==> config.mk <==
export PLATFORM = sky130hd
export DESIGN_NAME = sys_arr_ctrl
export DESIGN_NICKNAME = d
export VERILOG_FILES = /design/src/rtl/sys_arr_pkg.sv /design/src/rtl/sys_arr_skew.sv /design/src/rtl/sys_arr_ctrl.sv
export SDC_FILE = /design/constraint.sdc
export NUM_CORES = 1
export LEC_CHECK = 0
export ABC_AREA = 0
export BUFFER_PORTS_ARGS = -buffer_cell sky130_fd_sc_hd__clkbuf_2
export CAP_MARGIN = 20
export CORE_MARGIN = 10
export CORE_UTILIZATION = 50
export DETAILED_ROUTE_END_ITERATION = 16
export GPL_TIMING_DRIVEN = 0
export PLACE_DENSITY = 0.78
export SYNTH_ARGS = -nofsm -noshare
export SYNTH_HDL_FRONTEND = slang
export SYNTH_SLANG_ARGS = --single-unit
==> constraint.sdc <==
create_clock -name CLK -period 3.3 [get_ports CLK]
set_input_delay 0.165 -clock CLK [delete_from_list [all_inputs] [get_ports CLK]]
set_output_delay 0.165 -clock CLK [all_outputs]
set_load 0.03 [all_outputs]
==> src/rtl/sys_arr_pkg.sv <==
// sys_arr_pkg: shared types and sizing helpers for the
// systolic-array sequencer.
package sys_arr_pkg;

  typedef enum logic [2:0] {
    IDLE,
    CLR,
    FEED,
    DRAIN,
    HOLD
  } state_t;

  localparam int DATA_W = 8;
  localparam int ACC_W  = 16;

  localparam int M_DEF       = 3;
  localparam int ACC_LAT_DEF = 1;

  function automatic int feed_cyc(input int m);
    return 3*m - 2;
  endfunction

  function automatic int cnt_w(input int m, input int lat);
    return $clog2(3*m + lat);
  endfunction

  localparam int FEED_CYC = feed_cyc(M_DEF);
  localparam int CNT_W    = cnt_w(M_DEF, ACC_LAT_DEF);

endpackage

==> src/rtl/sys_arr_skew.sv <==
// sys_arr_skew: diagonal skew of buffered A rows / B
// columns onto the array lanes for feed step t.
module sys_arr_skew
  import sys_arr_pkg::*;
#(
  parameter int M  = M_DEF,
  parameter int CW = CNT_W
) (
  input  logic [DATA_W*M-1:0] buf_a [M],
  input  logic [DATA_W*M-1:0] buf_b [M],
  input  logic [CW-1:0]       t,
  input  logic                feed_en,
  output logic [DATA_W*M-1:0] arr_a,
  output logic [DATA_W*M-1:0] arr_b
);

  // Lane i carries element k of its row/column when t == i + k.
  always_comb begin
    arr_a = '0;
    arr_b = '0;
    if (feed_en) begin
      for (int i = 0; i < M; i++) begin
        for (int k = 0; k < M; k++) begin
          if (32'(t) == 32'(i + k)) begin
            arr_a[DATA_W*i +: DATA_W] =
              buf_a[i][DATA_W*k +: DATA_W];
            arr_b[DATA_W*i +: DATA_W] =
              buf_b[k][DATA_W*i +: DATA_W];
          end
        end
      end
    end
  end

endmodule

==> src/rtl/sys_arr_ctrl.sv <==
// sys_arr_ctrl: load/clear/feed/drain/hold sequencer
// for the MxM int8 output-stationary systolic array.
module sys_arr_ctrl
  import sys_arr_pkg::*;
#(
  parameter int M       = M_DEF,
  parameter int ACC_LAT = ACC_LAT_DEF
) (
  input  logic                     CLK,
  input  logic                     rst_n,
  input  logic                     ld_vld,
  output logic                     ld_rdy,
  input  logic                     ld_sel,
  input  logic [$clog2(M)-1:0]     ld_row,
  input  logic [DATA_W*M-1:0]      ld_data,
  input  logic                     start,
  output logic                     busy,
  output logic                     res_vld,
  input  logic                     res_rdy,
  output logic [ACC_W*M*M-1:0]     res_data,
  output logic                     arr_rst,
  output logic                     arr_vld_in,
  output logic                     arr_rdy_out,
  output logic [DATA_W*M-1:0]      arr_a,
  output logic [DATA_W*M-1:0]      arr_b,
  input  logic [ACC_W*M*M-1:0]     arr_c
);

  localparam int FC = feed_cyc(M);
  localparam int CW = cnt_w(M, ACC_LAT);

  localparam logic [CW-1:0] FEED_LAST  = CW'(FC - 1);
  localparam logic [CW-1:0] DRAIN_LAST = CW'(ACC_LAT - 1);

  state_t              state;
  state_t              nxt;
  logic [CW-1:0]       cnt;
  logic [DATA_W*M-1:0] buf_a [M];
  logic [DATA_W*M-1:0] buf_b [M];
  logic                ld_fire;
  logic                feed_en;

  assign ld_rdy      = (state == IDLE);
  assign busy        = (state != IDLE);
  assign res_vld     = (state == HOLD);
  assign arr_rst     = (state == CLR);
  assign feed_en     = (state == FEED);
  assign arr_vld_in  = (state == FEED) || (state == DRAIN);
  assign arr_rdy_out = arr_vld_in;

  // start wins over a same-cycle load beat.
  assign ld_fire = ld_vld && ld_rdy && !start
                && (32'(ld_row) < 32'(M));

  always_comb begin
    nxt = state;
    case (state)
      IDLE:  if (start) nxt = CLR;
      CLR:   nxt = FEED;
      FEED:  if (cnt == FEED_LAST) nxt = DRAIN;
      DRAIN: if (cnt == DRAIN_LAST) nxt = HOLD;
      HOLD:  if (res_rdy) nxt = IDLE;
      default: nxt = IDLE;
    endcase
  end

  always_ff @(posedge CLK or negedge rst_n) begin
    if (!rst_n) begin
      state <= IDLE;
      cnt   <= '0;
    end else begin
      state <= nxt;
      if (nxt != state) cnt <= '0;
      else if (arr_vld_in) cnt <= cnt + 1'b1;
    end
  end

  always_ff @(posedge CLK or negedge rst_n) begin
    if (!rst_n) begin
      for (int r = 0; r < M; r++) begin
        buf_a[r] <= '0;
        buf_b[r] <= '0;
      end
    end else if (ld_fire) begin
      if (ld_sel) buf_b[ld_row] <= ld_data;
      else        buf_a[ld_row] <= ld_data;
    end
  end

  always_ff @(posedge CLK or negedge rst_n) begin
    if (!rst_n) begin
      res_data <= '0;
    end else if (state == DRAIN && cnt == DRAIN_LAST) begin
      res_data <= arr_c;
    end
  end

  sys_arr_skew #(
    .M  (M),
    .CW (CW)
  ) u_skew (
    .buf_a   (buf_a),
    .buf_b   (buf_b),
    .t       (cnt),
    .feed_en (feed_en),
    .arr_a   (arr_a),
    .arr_b   (arr_b)
  );

endmodule

==> results_dict.tcl <==
set metrics [dict create \
    die-height_um 176 \
    num_io_pins 374 \
    worst_pin_slew_ps 770 \
    synth-seq-area-share_pct 60.6 \
    leakage_power_summed_over_all_cells_nw 8.25 \
    worstReg2RegEnd "res_data[113]" \
    status "finished clean" \
    syn_inst 843 \
    hold_path.class "in -> reg" \
    power.sequential.fraction_pct 36.1 \
    layout-drive-gt1-share_pct 53.6 \
    rows 57 \
    fin_total_pwr_mw 17.4 \
    worst_setup_path_end "arr_a[15]" \
    drc 0 \
    clock_tree.root_cell "sky130_fd_sc_hd__clkbuf_16" \
    detail-route-antenna-nets 0 \
    post_synth_main_area_contributors "sky130_fd_sc_hd__dfrtp_1, sky130_fd_sc_hd__mux2_2, sky130_fd_sc_hd__a221oi_1, sky130_fd_sc_hd__o21ai_0, sky130_fd_sc_hd__nor2_1" \
    viasPerCell 5.51 \
    worst_setup_path_startpoint "cnt[0]" \
    number_of_antenna_violations_at_the_first_check_in_global_routing 4 \
    drtIter0Drc 708 \
    synth.avg_cell_area_um2 14.5 \
    flow.area_growth_from_synthesis_pct 41.0 \
    reg2regPathDepth 7 \
    largest_net_degree_at_the_start_of_global_routing 107 \
    vias_in_the_first_global_route 10873 \
    grt-ovfl-total 0 \
    vdd_drop_max_mv 0.792 \
    wl_per_cell_um 24.4 \
    via_count 9692 \
    initial_cell_density_of_the_core_pct 50.4 \
    tritoncts "done" \
    syn_area_um2 12200 \
    ff2ff_setup_slack_ps 490 \
    clock_tree.htree_level_count 2 \
    critical_path_peak_fanout 10 \
    hold_start "ld_data[14]" \
    crit_path_end_kind "output pin" \
    max_cap_violations 0 \
    highest_clock_rate_ghz 0.318 \
    criticalPathCategory "reg -> out" \
    slew_violations 0 \
    yosys_register_bits 295 \
    cell_taking_the_most_area_after_synthesis "sky130_fd_sc_hd__dfrtp_1" \
    worst_endpoint_data_arrival_time_ps 2980 \
    p_sw_mw 7.12 \
    grt_first_pass_wirelength_um 65600 \
    drt_wl_total_um 42800 \
    timing.clock.skew_ps 24.3 \
    timing.final.setup_violations 0 \
    die_area_um2 31000 \
    cts.clk_slew.worst_paths_ps 60 \
    report.final.hold_viol_count 0 \
    swShare_pct 40.9 \
    clk_latency_ps 520 \
    required_ps 3130 \
    p_int_mw 10.3 \
    cts_made_buffers 34 \
    die_width_um 176 \
    worst_r2r_startpoint "cnt[0]" \
    grt_setup_unrepaired "yes" \
    routabilityCongestion 0.842 \
    hpwlAfterDp_um 28200 \
    cts-root-to-sink-buffers 3 \
    yosys_top_cell_area_share_pct 60.6 \
    clock_power_share_pct 21.4 \
    syn_nets 1023 \
    clock_sink_total 295 \
    placeableCoreArea_um2 24200 \
    final_net_count 1585 \
    synth.yosys.warnings 0 \
    globalRouteTotalUtil_pct 27.3 \
    most_common_cell_after_layout_fill_and_taps_aside "sky130_fd_sc_hd__clkbuf_2" \
    timing.setup.tns_ps 0 \
    startpoint_class "flip-flop" \
    firstDrtPassIters 5 \
    power_density_over_the_cells_nw_per_um2 1010 \
    layout_common_cells "sky130_fd_sc_hd__clkbuf_2, sky130_fd_sc_hd__dfrtp_1, sky130_fd_sc_hd__mux2_2" \
    period_minus_slack_ps 3150 \
    io_buffers 373 \
    share_comb_of_total_power_pct 42.5 \
    netlist-cell-type-count 36 \
    hold-worst-slack_ps 20.8 \
    relSlewSlack_pct 48.7 \
    min_period_over_period_pct 95.4 \
]
critical path, stage by stage (launching register included):
cell	delay, ps
sky130_fd_sc_hd__dfrtp_1	420
sky130_fd_sc_hd__inv_1	90
sky130_fd_sc_hd__ha_1	240
sky130_fd_sc_hd__nor4b_2	480
sky130_fd_sc_hd__clkdlybuf4s15_2	330
sky130_fd_sc_hd__clkbuf_2	270
sky130_fd_sc_hd__a221oi_1	120
sky130_fd_sc_hd__nor2_1	260
sky130_fd_sc_hd__clkbuf_2	260
cell usage after synthesis, drive strengths merged:
cell	instances
a211oi	1
or4b	1
nand3b	2
or3b	2
and3b	2
inv	4
nand4	1
and2	2
a311o	1
nor4b	2
o32ai	1
o21ai	49
xnor2	1
nand2	7
o221ai	1
ha	4
a21oi	2
clkbuf	23
dfrtp	295
nor2b	4
buf	32
a221oi	48
nand3	2
nor3	2
nor2	60
nor3b	2
or3	2
xor2	2
mux2	288
cell type report:
type,count,area [um^2]
inverter,4,15.0
clock inverter,6,56.3
timing repair buffer,527,3450
clock buffer,56,1050
tap,324,405
multi-input combinational,489,4500
sequential,295,7380
buffer,54,310
antenna,3,7.51
fill,1571,7000
registers in the layout, summed over array words and instances, names as in the netlist:
signal	flops
buf_a	72
buf_b	72
cnt	4
res_data	144
state	3
power by group through the flow:
stage,Combinational (mW),Clock (mW),Sequential (mW)
global route,7.80,3.92,6.45
floorplan,3.06,0,7.82
detailed placement,7.10,0,6.20
finish,7.40,3.72,6.28
global placement,6.93,0,6.09
CTS,7.28,3.74,6.17
routing by layer:
metal  GRT usage [%]  up-vias  part of all wire, %
met3            7.92      118                  8.4
met2            47.7      452                   51
met5               0        -                0.091
li1                -     4193                    -
met4            12.0        2                  4.6
met1            30.3     4927                   36
worst min path at each step:
stage | depth (start not counted) | slack (ps) | to
4_1_cts | 2 | 5 | buf_a[14]
3_3_place_gp | 2 | 380 | state[2]
5_1_grt | 2 | 20 | buf_a[61]
6_report | 2 | 20 | buf_a[14]
2_1_floorplan | 0 | -130 | buf_a[0]
3_5_place_dp | 1 | 280 | buf_b[48]
logic make-up after synthesis:
family,after synthesis,share of synthesized area (%)
DFF,295,60.6
muxes,288,26.6
AOI/OAI and AO/OA,103,5.83
and+or+nand+nor,91,3.71
buffers and inverters,59,2.65
adders and majority gates,4,0.411
xor gates and xnor gates,3,0.216
what timing repair did:
| action | 4_1_cts | 5_1_grt |
|---|---|---|
| pin swaps | 0 | 1 |
| hold endpoints to repair | 245 | 0 |
| buffers inserted | 0 | 3 |
| hold buffers | 148 | 0 |
| setup endpoints to repair | 21 | 30 |
| gates resized for setup | 5 | 5 |
through the flow:
| stage | util (%) | instances | worst slack (ps) | cell area [um^2] |
|---|---|---|---|---|
| final | 71.1 | 1758 | 151 | 17200 |
| after detailed placement | 60.1 | 1543 | 282 | 14500 |
| after floorplan | - | 843 | 863 | 12200 |
| after CTS | 70.9 | 1753 | 17.7 | 17100 |
| after global routing | 71.1 | 1758 | -0.0890 | 17200 |
| after global placement | 59.8 | 1540 | -4170 | 14500 |
Note: power is estimated with default switching activity, not from simulation.
